<file path="config.mk">
export PLATFORM = sky130hd
export DESIGN_NAME = fetch_pc_unit_flat
export DESIGN_NICKNAME = d
export VERILOG_FILES = /design/src/rtl/fetch_pc_unit_pkg.sv /design/src/rtl/fetch_pc_unit_if.sv /design/src/rtl/fetch_pc_unit_if_id_reg.sv /design/src/rtl/fetch_pc_unit.sv /design/src/flat_wrapper.sv
export SDC_FILE = /design/constraint.sdc
export NUM_CORES = 1
export LEC_CHECK = 0
export BUFFER_PORTS_ARGS = -buffer_cell sky130_fd_sc_hd__buf_2
export CORE_ASPECT_RATIO = 0.9
export CORE_UTILIZATION = 50
export DETAILED_ROUTE_END_ITERATION = 16
export GPL_TIMING_DRIVEN = 0
export PLACE_DENSITY = 0.76
export SYNTH_ARGS = -nofsm -noshare
export SYNTH_HDL_FRONTEND = slang
export SYNTH_SLANG_ARGS = --single-unit
</file>
<file path="constraint.sdc">
create_clock -name clk -period 2.53 [get_ports clk]
set_input_delay 0.506 -clock clk [delete_from_list [all_inputs] [get_ports clk]]
set_output_delay 0.506 -clock clk [all_outputs]
set_load 0.01 [all_outputs]
</file>
<file path="src/rtl/fetch_pc_unit_pkg.sv">
// Shared types and constants for the instruction-fetch front end.
package fetch_pc_unit_pkg;

    localparam int          CPU_DATA_W    = 16;
    localparam logic [15:0] CPU_RESET_PC  = 16'h0000;
    localparam logic [3:0]  CPU_HLT_OP    = 4'hF;
    localparam logic [15:0] CPU_NOP_INSTR = 16'h0000;

    typedef enum logic [1:0] {
        FETCH  = 2'd0,
        HOLD   = 2'd1,
        SQUASH = 2'd2,
        HALT   = 2'd3
    } fetch_state_t;

endpackage

</file>
<file path="src/rtl/fetch_pc_unit_if.sv">
// Instruction-memory request/response channel between the fetch unit and imem.
// Handshake: imem_req stays high with a stable imem_addr until a one-cycle
// imem_valid strobe returns imem_rdata; at most one request is outstanding.
interface fetch_pc_unit_if #(
    parameter int DATA_W = 16
);
    logic              imem_req;
    logic [DATA_W-1:0] imem_addr;
    logic [DATA_W-1:0] imem_rdata;
    logic              imem_valid;

    modport master (
        output imem_req,
        output imem_addr,
        input  imem_rdata,
        input  imem_valid
    );

    modport slave (
        input  imem_req,
        input  imem_addr,
        output imem_rdata,
        output imem_valid
    );
endinterface

</file>
<file path="src/rtl/fetch_pc_unit_if_id_reg.sv">
// IF/ID pipeline register: load, hold, flush, and NOP fill whenever the entry is not live.
module fetch_pc_unit_if_id_reg #(
    parameter int                DATA_W    = 16,
    parameter logic [DATA_W-1:0] NOP_INSTR = '0
) (
    input  logic              clk,
    input  logic              rst,
    input  logic              load_i,
    input  logic              hold_i,
    input  logic              flush_i,
    input  logic [DATA_W-1:0] instr_i,
    input  logic [DATA_W-1:0] pc_plus2_i,
    output logic              valid_o,
    output logic [DATA_W-1:0] instr_o,
    output logic [DATA_W-1:0] pc_plus2_o
);

    logic              valid_q;
    logic [DATA_W-1:0] instr_q;
    logic [DATA_W-1:0] pc_plus2_q;

    // Priority: flush kills, then a new load, then hold keeps, else a bubble.
    always_ff @(posedge clk or posedge rst) begin
        if (rst) begin
            valid_q    <= 1'b0;
            instr_q    <= NOP_INSTR;
            pc_plus2_q <= '0;
        end else if (flush_i) begin
            valid_q    <= 1'b0;
            instr_q    <= NOP_INSTR;
        end else if (load_i) begin
            valid_q    <= 1'b1;
            instr_q    <= instr_i;
            pc_plus2_q <= pc_plus2_i;
        end else if (!hold_i) begin
            valid_q    <= 1'b0;
            instr_q    <= NOP_INSTR;
        end
    end

    assign valid_o    = valid_q;
    assign instr_o    = instr_q;
    assign pc_plus2_o = pc_plus2_q;

endmodule

</file>
<file path="src/rtl/fetch_pc_unit.sv">
// Fetch front end: PC register, fetch FSM, hold buffer and PC+2 adder feeding the IF/ID register.
module fetch_pc_unit
    import fetch_pc_unit_pkg::*;
#(
    parameter int                DATA_W    = CPU_DATA_W,
    parameter logic [DATA_W-1:0] RESET_PC  = CPU_RESET_PC,
    parameter logic [3:0]        HLT_OP    = CPU_HLT_OP,
    parameter logic [DATA_W-1:0] NOP_INSTR = CPU_NOP_INSTR
) (
    input  logic                   clk,
    input  logic                   rst,
    input  logic                   stall,
    input  logic                   flush,
    input  logic [DATA_W-1:0]      branch_target,
    fetch_pc_unit_if.master        imem,
    output logic                   if_id_valid,
    output logic [DATA_W-1:0]      if_id_instr,
    output logic [DATA_W-1:0]      if_id_pc_plus2,
    output logic                   halted,
    output fetch_state_t           dbg_state
);

    fetch_state_t      state_q, state_d;
    logic [DATA_W-1:0] pc_q, pc_d;
    logic [DATA_W-1:0] buf_q, buf_d;
    logic              started_q;
    logic [DATA_W-1:0] pc_plus2;
    logic              req;
    logic              load_en;
    logic [DATA_W-1:0] load_instr;
    logic              id_hold;

    assign pc_plus2 = pc_q + DATA_W'(2);

    // started_q keeps the first request off until the cycle after reset release.
    always_ff @(posedge clk or posedge rst) begin
        if (rst) begin
            state_q   <= FETCH;
            pc_q      <= RESET_PC;
            buf_q     <= NOP_INSTR;
            started_q <= 1'b0;
        end else begin
            state_q   <= state_d;
            pc_q      <= pc_d;
            buf_q     <= buf_d;
            started_q <= 1'b1;
        end
    end

    always_comb begin
        state_d = state_q;
        pc_d    = pc_q;
        buf_d   = buf_q;
        if (flush) begin
            pc_d = branch_target;
            // A response still owed by memory must be swallowed before refetching.
            if ((req || state_q == SQUASH) && !imem.imem_valid) begin
                state_d = SQUASH;
            end else begin
                state_d = FETCH;
            end
        end else if (load_en) begin
            pc_d    = pc_plus2;
            state_d = (load_instr[DATA_W-1 -: 4] == HLT_OP) ? HALT : FETCH;
        end else begin
            case (state_q)
                FETCH: begin
                    if (req && imem.imem_valid) begin
                        buf_d   = imem.imem_rdata;
                        state_d = HOLD;
                    end
                end
                SQUASH: begin
                    if (imem.imem_valid) begin
                        state_d = FETCH;
                    end
                end
                default: ;
            endcase
        end
    end

    always_comb begin
        req        = started_q && (state_q == FETCH);
        load_en    = 1'b0;
        load_instr = imem.imem_rdata;
        id_hold    = stall || (state_q == HALT);
        if (!flush) begin
            case (state_q)
                FETCH: begin
                    if (req && imem.imem_valid && (!stall || !if_id_valid)) begin
                        load_en = 1'b1;
                    end
                end
                HOLD: begin
                    if (!stall) begin
                        load_en    = 1'b1;
                        load_instr = buf_q;
                    end
                end
                default: ;
            endcase
        end
    end

    assign imem.imem_req  = req;
    assign imem.imem_addr = pc_q;
    assign halted         = (state_q == HALT);
    assign dbg_state      = state_q;

    fetch_pc_unit_if_id_reg #(
        .DATA_W    (DATA_W),
        .NOP_INSTR (NOP_INSTR)
    ) u_if_id (
        .clk        (clk),
        .rst        (rst),
        .load_i     (load_en),
        .hold_i     (id_hold),
        .flush_i    (flush),
        .instr_i    (load_instr),
        .pc_plus2_i (pc_plus2),
        .valid_o    (if_id_valid),
        .instr_o    (if_id_instr),
        .pc_plus2_o (if_id_pc_plus2)
    );

endmodule

</file>
<file path="src/flat_wrapper.sv">
// flat-port wrapper written by rule: the top's interface ports become plain ports
module fetch_pc_unit_flat import fetch_pc_unit_pkg::*;
#(
    parameter int                DATA_W    = CPU_DATA_W,
    parameter logic [DATA_W-1:0] RESET_PC  = CPU_RESET_PC,
    parameter logic [3:0]        HLT_OP    = CPU_HLT_OP,
    parameter logic [DATA_W-1:0] NOP_INSTR = CPU_NOP_INSTR
)
  (clk, rst, stall, flush, branch_target, if_id_valid, if_id_instr, if_id_pc_plus2, halted, dbg_state, imem_imem_req, imem_imem_addr, imem_imem_rdata, imem_imem_valid);
  fetch_pc_unit_if #(.DATA_W(DATA_W)) imem_i ();
  input  logic clk;
  input  logic rst;
  input  logic stall;
  input  logic flush;
  input  logic [DATA_W-1:0] branch_target;
  output logic if_id_valid;
  output logic [DATA_W-1:0] if_id_instr;
  output logic [DATA_W-1:0] if_id_pc_plus2;
  output logic halted;
  output fetch_state_t dbg_state;
  output wire logic [$bits(imem_i.imem_req)-1:0] imem_imem_req;
  output wire logic [$bits(imem_i.imem_addr)-1:0] imem_imem_addr;
  input wire logic [$bits(imem_i.imem_rdata)-1:0] imem_imem_rdata;
  input wire logic [$bits(imem_i.imem_valid)-1:0] imem_imem_valid;
  assign imem_imem_req = imem_i.imem_req;
  assign imem_imem_addr = imem_i.imem_addr;
  assign imem_i.imem_rdata = imem_imem_rdata;
  assign imem_i.imem_valid = imem_imem_valid;
  fetch_pc_unit #(.DATA_W(DATA_W), .RESET_PC(RESET_PC), .HLT_OP(HLT_OP), .NOP_INSTR(NOP_INSTR)) u_core (.clk(clk), .rst(rst), .stall(stall), .flush(flush), .branch_target(branch_target), .imem(imem_i), .if_id_valid(if_id_valid), .if_id_instr(if_id_instr), .if_id_pc_plus2(if_id_pc_plus2), .halted(halted), .dbg_state(dbg_state));
endmodule
</file>
Yosys cells after proc, flatten, opt, wreduce, memory -nomap -nowiden
Index checks and enable logic that the tools add are counted.
- output and inout bits: 53
- logic and storage cells: 55
- register bits: 68
- bitwise logic cells: 2
- add/sub/neg operators: 1
- eq/ne operators: 7
- mux-type cells: 22
- reduce and logical (&&, ||, !) cells: 16
- operators with widths (cell ; number):
    16-bit two-way mux ; 8
    16-bit by 2-bit adder with 16-bit output (second input constant) ; 1
    2-bit two-way mux ; 6
    1-bit two-way mux ; 6
    2-bit == test (second input constant) ; 2
    4-bit == test (second input constant) ; 1
    1-bit logical AND ; 4
    4-bit by 2-bit != test with 1-bit output (second input constant) ; 1
    4-bit by 3-bit != test with 1-bit output (second input constant) ; 1
    2-bit one-hot mux with 2 select lines ; 1
    4-bit AND reduction ; 1
    4-bit nonzero test ; 1
    1-bit logical NOT ; 3
    1-bit logical OR ; 3
    3-bit by 2-bit != test with 1-bit output (second input constant) ; 1
    3-bit AND reduction ; 1
    2-bit by 1-bit == test with 1-bit output (second input constant) ; 1
    2-bit logical NOT ; 1
    1-bit NOT ; 2
    1-bit one-hot mux with 2 select lines ; 1
    2-bit AND reduction ; 1
    2-bit nonzero test ; 1

Logic depth before layout (Yosys ltp)
Gate-level depths: netlist of run 1.
- depth in word-level cells: 9
- mapped depth: 7

Hierarchy
A second synthesis of run 1 with hierarchy kept.
- cell total of the unflattened synthesis: 333
- area total of the unflattened synthesis: 3632.2 um^2
- by module, submodules not included (module ; instances ; cells an instance ; seq. area each (um^2) ; area an instance (um^2)):
    fetch_pc_unit ; 1 ; 223 ; 875.8 ; 2248.4
    fetch_pc_unit_if_id_reg ; 1 ; 110 ; 825.8 ; 1383.8

Worst setup path before layout of run 1
No wires, ideal clock.
- kind: flip-flop to flip-flop
- start: register u_core.state_q[1] (netlist: u_core.dbg_state[1])
- end: register u_core.buf_q[0]
- setup time: 0.125 ns
- slack: 0.605 ns
- stages on the path, launching flop included: 6
- arrival time: 1.800 ns
- buffers on the path: 2
- data required time: 2.405 ns
- path through: dfrtp_1 > buf_2 > nor3b_1 > nand4_4 > buf_12 > mux2_4
- longest elaborated chain between the ends: 9
- elaborated cells between the ends (all ways): 10
- ends and longest elaborated chain (what ; RTL line ; RTL):
    start: declaration ; fetch_pc_unit.sv:23 ; fetch_state_t state_q, state_d;
    start signal: assignment ; fetch_pc_unit.sv:43 ; state_q <= state_d;
    2-bit logical NOT (*) ; fetch_pc_unit.sv:84 ; req = started_q && (state_q == FETCH);
    1-bit logical AND (*) ; fetch_pc_unit.sv:84 ;
    named net imem_imem_req ; flat_wrapper.sv:21 ; output wire logic [$bits(imem_i.imem_req)-1:0] imem_imem_req;
    1-bit logical AND (*) ; fetch_pc_unit.sv:68, fetch_pc_unit.sv:91 ;
    1-bit logical AND ; fetch_pc_unit.sv:91 ; if (req && imem.imem_valid && (!stall || !if_id_valid)) begin
    1-bit two-way mux ; fetch_pc_unit.sv:91 ;
    1-bit one-hot mux with 2 select lines ; fetch_pc_unit.sv:89 ; case (state_q)
    1-bit two-way mux ; fetch_pc_unit.sv:88 ; if (!flush) begin
    1-bit NOT (no line) ; -- ;
    4-bit AND reduction (no line) (*) ; -- ;
    end signal: assignment ; fetch_pc_unit.sv:45 ; buf_q <= buf_d;
    end: declaration ; fetch_pc_unit.sv:25 ; logic [DATA_W-1:0] buf_q, buf_d;
The timed path passes the listed nets; every way through them passes the cells marked *.
A chain may end at the register's enable or synchronous reset.

Worst setup path after layout of run 1
- start: register u_core.pc_q[1] (netlist: u_core.imem.imem_addr[1])
- end: register u_core.u_if_id.pc_plus2_q[15] (netlist: u_core.u_if_id.pc_plus2_o[15])
- longest elaborated chain between the ends: 1
- ends and longest elaborated chain (what ; RTL line ; RTL):
    start: declaration ; fetch_pc_unit.sv:24 ; logic [DATA_W-1:0] pc_q, pc_d;
    start signal: assignment ; fetch_pc_unit.sv:44 ; pc_q <= pc_d;
    16-bit by 2-bit adder with 16-bit output ; fetch_pc_unit.sv:33 ; assign pc_plus2 = pc_q + DATA_W'(2);
    end signal: assignment ; fetch_pc_unit_if_id_reg.sv:34 ; pc_plus2_q <= pc_plus2_i;
    end: declaration ; fetch_pc_unit_if_id_reg.sv:20 ; logic [DATA_W-1:0] pc_plus2_q;
No other way between the ends.

==> flow_metrics.py, run 1 <==
metrics = {
    "logic_synthesis": {
        "synth_edf_count": 0,
        "ys_async_sr_fraction": 1.00,
        "syn_avg_cell_area_um2": 11.5,
        "ys_ff_latch": 68,
        "synth_fp_nets": 339,
        "synth_cell_type_count": 57,
        "yosys-top-cells-area": "dfrtp_1 (49%), mux2i_1 (5.8%), mux2_4 (5.2%)",
        "synth_top_area_share": 0.491,
        "syn_inst": 301,
        "yosys.area.top_type": "dfrtp_1",
        "syn_area_um2": 3470,
        "yosysSeqAreaShare": 0.491,
        "synth_ff_type": "dfrtp_1",
        "yosys_warnings": 0,
    },
    "outcome": {
        "status": "finished, final reports clean",
    },
    "route": {
        "wl_per_cell_um": 16.6,
        "wl_um": 8240,
        "drtIter0Drc": 183,
        "first_pass_iters": 4,
        "ant_nets": 0,
        "drc": 0,
        "dr_total_vias": 2739,
        "avgViaCountPerCell": 5.52,
    },
    "floorplan": {
        "core_area_um2": 6620,
        "die_area_um2": 7270,
        "initial_core_util": 0.524,
        "die_x_um": 89.8,
        "chipHeight_um": 81,
        "rows": 28,
        "boundaryPins": 90,
    },
    "timing": {
        "finalSetupViolCount": 0,
        "finalWorstSetupSlack_ps": 462,
        "finalCritPeriodShare": 0.817,
        "rsz0062_at_grt": "false",
        "fmax_mhz": 484,
        "slew_headroom": 0.437,
        "skew_ps": 7.63,
        "tightest_slew_ps": 844,
        "whs_ps": 334,
        "slew_viol_final": 0,
        "min_period_ps": 2070,
        "hold_viol": 0,
    },
    "cts": {
        "cts_buffers": 9,
        "cts_resized": 0,
        "h-tree-depth": 3,
        "clkTransAtPathRegs_ps": 80,
        "ctsHoldBuffers": 0,
        "cts_sinks": 68,
        "cts_tree": "done",
        "clk_latency_ps": 340,
        "cts_buffer_depth": 2,
        "cts_setup_buffers": 0,
        "root_buffer": "clkbuf_8",
    },
    "min_path": {
        "hold_path.class": "in2async",
    },
    "finish": {
        "drive_gt1_frac": 0.365,
        "stdcell_area_um2": 4220,
        "antenna_cells": 0,
        "syn2layout_area_growth_pct": 21.6,
        "fin_nets": 439,
        "final_cells": 496,
    },
    "grt": {
        "grt_use_total": 0.239,
        "grt_overflow": 0,
        "antenna_found_initial": 0,
        "grt_first_pass_wirelength_um": 13400,
        "grt_start_max_net_pins": 69,
        "grt_pass1_vias": 2601,
    },
    "critical_path": {
        "rrSetupSlack_ps": 460,
        "r2r_start": "u_core.imem.imem_addr[1]$_DFFE_PP0N_",
        "startpoint": "u_core.imem.imem_addr[1]$_DFFE_PP0N_",
        "worstRegToRegCells": 5,
        "r2r_end": "u_core.u_if_id.pc_plus2_o[15]$_DFFE_PP0P_",
        "crit_fanout": 8,
        "worstPathRequired_ps": 2750,
        "worstSetupStartpointType": "register",
        "critPathArrivalTime_ps": 2290,
        "cp-end-kind": "register",
        "endpoint": "u_core.u_if_id.pc_plus2_o[15]$_DFFE_PP0P_",
        "worst-setup-path-type": "reg2reg",
    },
    "placement": {
        "place_area_um2": 4030,
        "port_buffers": 89,
        "place.gp.congestion": 0.821,
        "hpwlAfterDp_um": 5810,
        "dpl.cell_count": 480,
        "pre_cts_slack_ps": 283,
    },
    "power": {
        "cellLeakagePower_nw": 1.93,
        "power_density_nw_per_um2": 738,
        "peakVddDrop_uv": 303,
    },
    "flow_run": {
        "drv_cap": 0,
    },
}
## cell families (layout without fill, tap and decap cells)
kind of cell | count (synthesis) | count (layout) | share of synthesized area
AND/OR/NAND/NOR | 94 | 94 | 0.163
flip-flops | 68 | 68 | 0.491
AO/OA/AOI/OAI | 56 | 56 | 0.118
multiplexers | 39 | 39 | 0.132
buffers and inverters | 24 | 129 | 0.0462
XOR/XNOR | 18 | 18 | 0.0455
adder cells (fa/ha/maj) | 1 | 1 | 0.00361
other | 1 | 1 | 0.00108
## layer usage
metal / up-vias / share of wire / global-route usage
met5: - / 0 / 0
met3: 6 / 0.050 / 0.0468
li1: 1291 / - / -
met2: 87 / 0.46 / 0.358
met1: 1355 / 0.49 / 0.349
met4: 0 / 0.0092 / 0.0754
## through the flow
| step | power [mW] | setup TNS, ps | utilization |
|---|---|---|---|
| 2_1_floorplan | 1.97 | 0 | - |
| 3_3_place_gp | 2.24 | -37010 | 0.608 |
| 3_5_place_dp | 2.28 | 0 | 0.608 |
| 4_1_cts | 3.13 | 0 | 0.637 |
| 5_1_grt | 3.28 | 0 | 0.637 |
| 6_report | 3.11 | 0 | 0.637 |
## worst min-delay path by stage
stage / from / endpoint / slack, ps / cells past startpoint
after floorplan: u_core.buf_q[3]$_DFFE_PP0P_ / u_core.buf_q[3]$_DFFE_PP0P_ / 480 / 1
after CTS: branch_target[1] / u_core.imem.imem_addr[1]$_DFFE_PP0N_ / 360 / 3
final: rst / u_core.u_if_id.pc_plus2_o[2]$_DFFE_PP0P_ / 330 / 2
after detailed placement: u_core.u_if_id.instr_o[4]$_DFFE_PP0P_ / u_core.u_if_id.instr_o[4]$_DFFE_PP0P_ / 470 / 1
after global placement: u_core.u_if_id.pc_plus2_o[15]$_DFFE_PP0P_ / u_core.u_if_id.pc_plus2_o[15]$_DFFE_PP0P_ / 460 / 2
after global routing: branch_target[7] / u_core.imem.imem_addr[7]$_DFFE_PP0N_ / 380 / 3
## placed cells by master, fill, tap and decap left out, drive strengths merged, types with 6 or more instances in the layout
cell     Yosys  final
xnor2       17     17
mux2        19     19
nor3        11     11
mux2i       20     20
nand2       28     28
nand3        9      9
clkbuf       5     17
dfrtp       68     68
o21ai       19     19
buf         13    102
nor4         8      8
o2bb2ai     16     16
inv          6      7
nand4        6      6
nor2        11     11
## power by group
group          switching, mW  internal, mW
clock network          0.434         0.415
registers              0.166          1.31
logic                  0.398         0.387
total                  0.997          2.11
## flip-flops by register name, summed over array words and instances (netlist names)
register / flops
u_core.buf_q: 16
u_core.dbg_state: 2
u_core.imem.imem_addr: 16
u_core.started_q: 1
u_core.u_if_id.instr_o: 16
u_core.u_if_id.pc_plus2_o: 16
u_core.u_if_id.valid_o: 1
## cells in the mapped netlist, types with 3 or more instances
master,count
dfrtp_1,68
nand2_1,28
mux2i_1,20
xnor2_1,17
o2bb2ai_1,16
mux2_4,12
nor2_1,11
o21ai_1,10
nor3_1,9
o21ai_0,9
nand3_1,8
mux2_2,7
inv_1,6
nor4_1,6
buf_6,5
nand4_1,5
clkbuf_1,4
a21oi_1,3
buf_2,3
buf_4,3
nand2b_1,3
nand3b_1,3
nor2b_1,3
## worst max-delay path, cell delays in order, from the launching register on
cell and delay (ps):
dfrtp_1 500, ha_1 290, nand3_2 240, nor4_1 610, xnor2_1 210, o21ai_0 110
## cell type report
type                            instances  area (µm²)
Clock inverter                          4        32.5
Multi-Input combinational cell        209        1610
Inverter                                6        25.0
Tap cell                               90         113
Sequential cell                        68        1700
Clock buffer                           12         155
Buffer                                 18         138
Timing Repair Buffer                   89         445
Fill cell                             538        2410
No activity file was read; power rests on OpenSTA's default activity.
==> run 2: changes to the inputs <==
CORE_UTILIZATION = 48   (was 50)
clock period = 1.9 ns   (was 2.53 ns; I/O delays follow)
==> run 2 against run 1 <==
  * Cell area is 6.3% higher
  * Clock power is 43% higher
  * Total power is 37% higher
  * Clock skew is 3.2 ps higher
  * Clock-buffer cell count is 3 higher
  * Core utilization is 0.32 points higher
  * Hold slack worse by 170 ps
  * Die area is 4.1% higher
  * Critical path depth stayed put
  * Sequential cell count stayed put
  * Critical endpoint is now u_core.buf_q[8]$_DFFE_PP0P_
  * Highest routed layer unchanged
==> flow_metrics.py, run 2 (synthesis results as in run 1) <==
metrics = {
    "floorplan": {
        "die_x_um": 91.6,
        "core_area_um2": 7000,
        "initial_core_util": 0.495,
        "boundaryPins": 90,
        "rows": 29,
        "chipHeight_um": 82.6,
        "die_area_um2": 7570,
    },
    "finish": {
        "syn2layout_area_growth_pct": 29.2,
        "drive_gt1_frac": 0.405,
        "antenna_cells": 0,
        "multi_input_area_um2": 1670,
        "final_common_cell": "buf_2",
        "final_cells": 518,
        "filler_cell_count": 550,
        "fin_nets": 458,
        "final_cell_mix": "buf_2 (91), dfrtp_1 (66), nand2_1 (28)",
        "seq_area_um2": 1700,
        "utilization": 0.640,
    },
    "power": {
        "power_density_nw_per_um2": 954,
        "p_total_mw": 4.28,
        "peakVddDrop_uv": 472,
        "cellLeakagePower_nw": 2.08,
    },
    "critical_path": {
        "crit_fanout": 6,
        "worstSetupStartpointType": "register",
        "critPathArrivalTime_ps": 2080,
        "worstPathRequired_ps": 2110,
        "cp-end-kind": "register",
        "worst-setup-path-type": "reg2reg",
        "crit_path_cell_trace": "o21a_1 -> or3_4 -> nand4_4 -> buf_12 -> mux2_2",
        "worstRegToRegCells": 5,
        "crit_slowest_cell": "dfrtp_2",
        "cpPeakStageDelay_ps": 440,
        "r2r_end": "u_core.buf_q[8]$_DFFE_PP0P_",
        "r2r_start": "u_core.dbg_state[0]$_DFFE_PP0P_",
        "rrSetupSlack_ps": 30,
    },
    "route": {
        "dr_total_vias": 2829,
        "ant_nets": 0,
        "first_pass_iters": 4,
        "wl_per_cell_um": 16.5,
        "drc": 0,
        "drtIter0Drc": 211,
        "avgViaCountPerCell": 5.46,
        "wl_um": 8530,
    },
    "grt": {
        "antenna_found_initial": 0,
        "grt_first_pass_wirelength_um": 13600,
        "grt_pass1_vias": 2718,
        "grt_overflow": 0,
        "grt_start_max_net_pins": 36,
        "grt_use_total": 0.235,
    },
    "timing": {
        "min_period_ps": 1870,
        "fin_tns_setup_ps": 0,
        "finalCritPeriodShare": 0.983,
        "finalSetupViolCount": 0,
        "rsz0062_at_grt": "false",
        "finalWorstSetupSlack_ps": 32.3,
        "slew_headroom": 0.486,
        "skew_ps": 10.8,
        "fmax_mhz": 535,
        "tightest_slew_ps": 770,
        "hold_viol": 0,
        "slew_viol_final": 0,
    },
    "placement": {
        "place.gp.congestion": 0.818,
        "dpl.cell_count": 484,
        "hpwlAfterDp_um": 5850,
        "pre_cts_slack_ps": -229,
        "port_buffers": 89,
    },
    "cts": {
        "cts_sinks": 68,
        "clkTransAtPathRegs_ps": 70,
        "cts_buffers": 9,
        "root_buffer": "clkbuf_8",
        "h-tree-depth": 3,
        "cts_buffer_depth": 2,
        "cts_tree": "done",
        "clk_latency_ps": 340,
    },
    "outcome": {
        "status": "finished, final reports clean",
    },
    "flow_run": {
        "drv_cap": 0,
    },
    "min_path": {
        "hold_path.class": "in2async",
    },
}
-- run 2: through the flow --
step           instance area, µm²  hold WS, ps
2_1_floorplan                3480          479
3_3_place_gp                 4040          465
3_5_place_dp                 4060          468
4_1_cts                      4350          194
5_1_grt                      4480          248
6_report                     4480          168
-- run 2: how the worst max path moves through the flow --
stage	to	start	cells after the start	slack, ps
5_1_grt	u_core.buf_q[8]$_DFFE_PP0P_	u_core.dbg_state[0]$_DFFE_PP0P_	5	3
4_1_cts	u_core.buf_q[1]$_DFFE_PP0P_	u_core.dbg_state[0]$_DFFE_PP0P_	6	2
2_1_floorplan	u_core.buf_q[0]$_DFFE_PP0P_	u_core.dbg_state[0]$_DFFE_PP0P_	6	10
3_5_place_dp	u_core.u_if_id.instr_o[1]$_DFFE_PP0P_	imem_imem_valid	6	-230
6_report	u_core.buf_q[8]$_DFFE_PP0P_	u_core.dbg_state[0]$_DFFE_PP0P_	5	30
3_3_place_gp	u_core.imem.imem_addr[3]$_DFFE_PP0N_	flush	5	-170
-- run 2: critical path: cells and delay by family, from the launching register on --
family          cells  cell delay (ps)
simple gates        2              570
flops               1              440
mux                 1              330
compound gates      1              270
buf+inv             1              140
-- run 2: final cells by class --
cell class                      count  share of cell area
Tap cell                           93              0.0260
Sequential cell                    68               0.380
Timing Repair Buffer              109               0.142
Clock inverter                      1             0.00670
Multi-Input combinational cell    209               0.373
Inverter                            6             0.00586
Clock buffer                       15              0.0371
Buffer                             17              0.0290
-- run 2: where the power goes --
part	leakage, nW	switching, mW	internal, mW	total [mW]
Combinational	1.14	0.530	0.567	1.10
Clock	0.0979	0.526	0.682	1.21
Sequential	0.844	0.221	1.75	1.97
-- run 2: timing repair --
item / 4_1_cts / 5_1_grt
cloned: 0 / 1
hold buffers: 0 / 0
gates resized for setup: 4 / 10
setup buffers: 8 / 10
pin swaps: 2 / 6
setup endpoints to repair: 28 / 40
-- run 2: layer usage --
| metal | global-route usage | up-vias | routed length [µm] |
|---|---|---|---|
| met2 | 0.364 | 104 | 3930 |
| li1 | - | 1339 | - |
| met1 | 0.323 | 1367 | 3850 |
| met4 | 0.103 | 0 | 218 |
| met3 | 0.0458 | 19 | 529 |
| met5 | 0 | - | 0 |
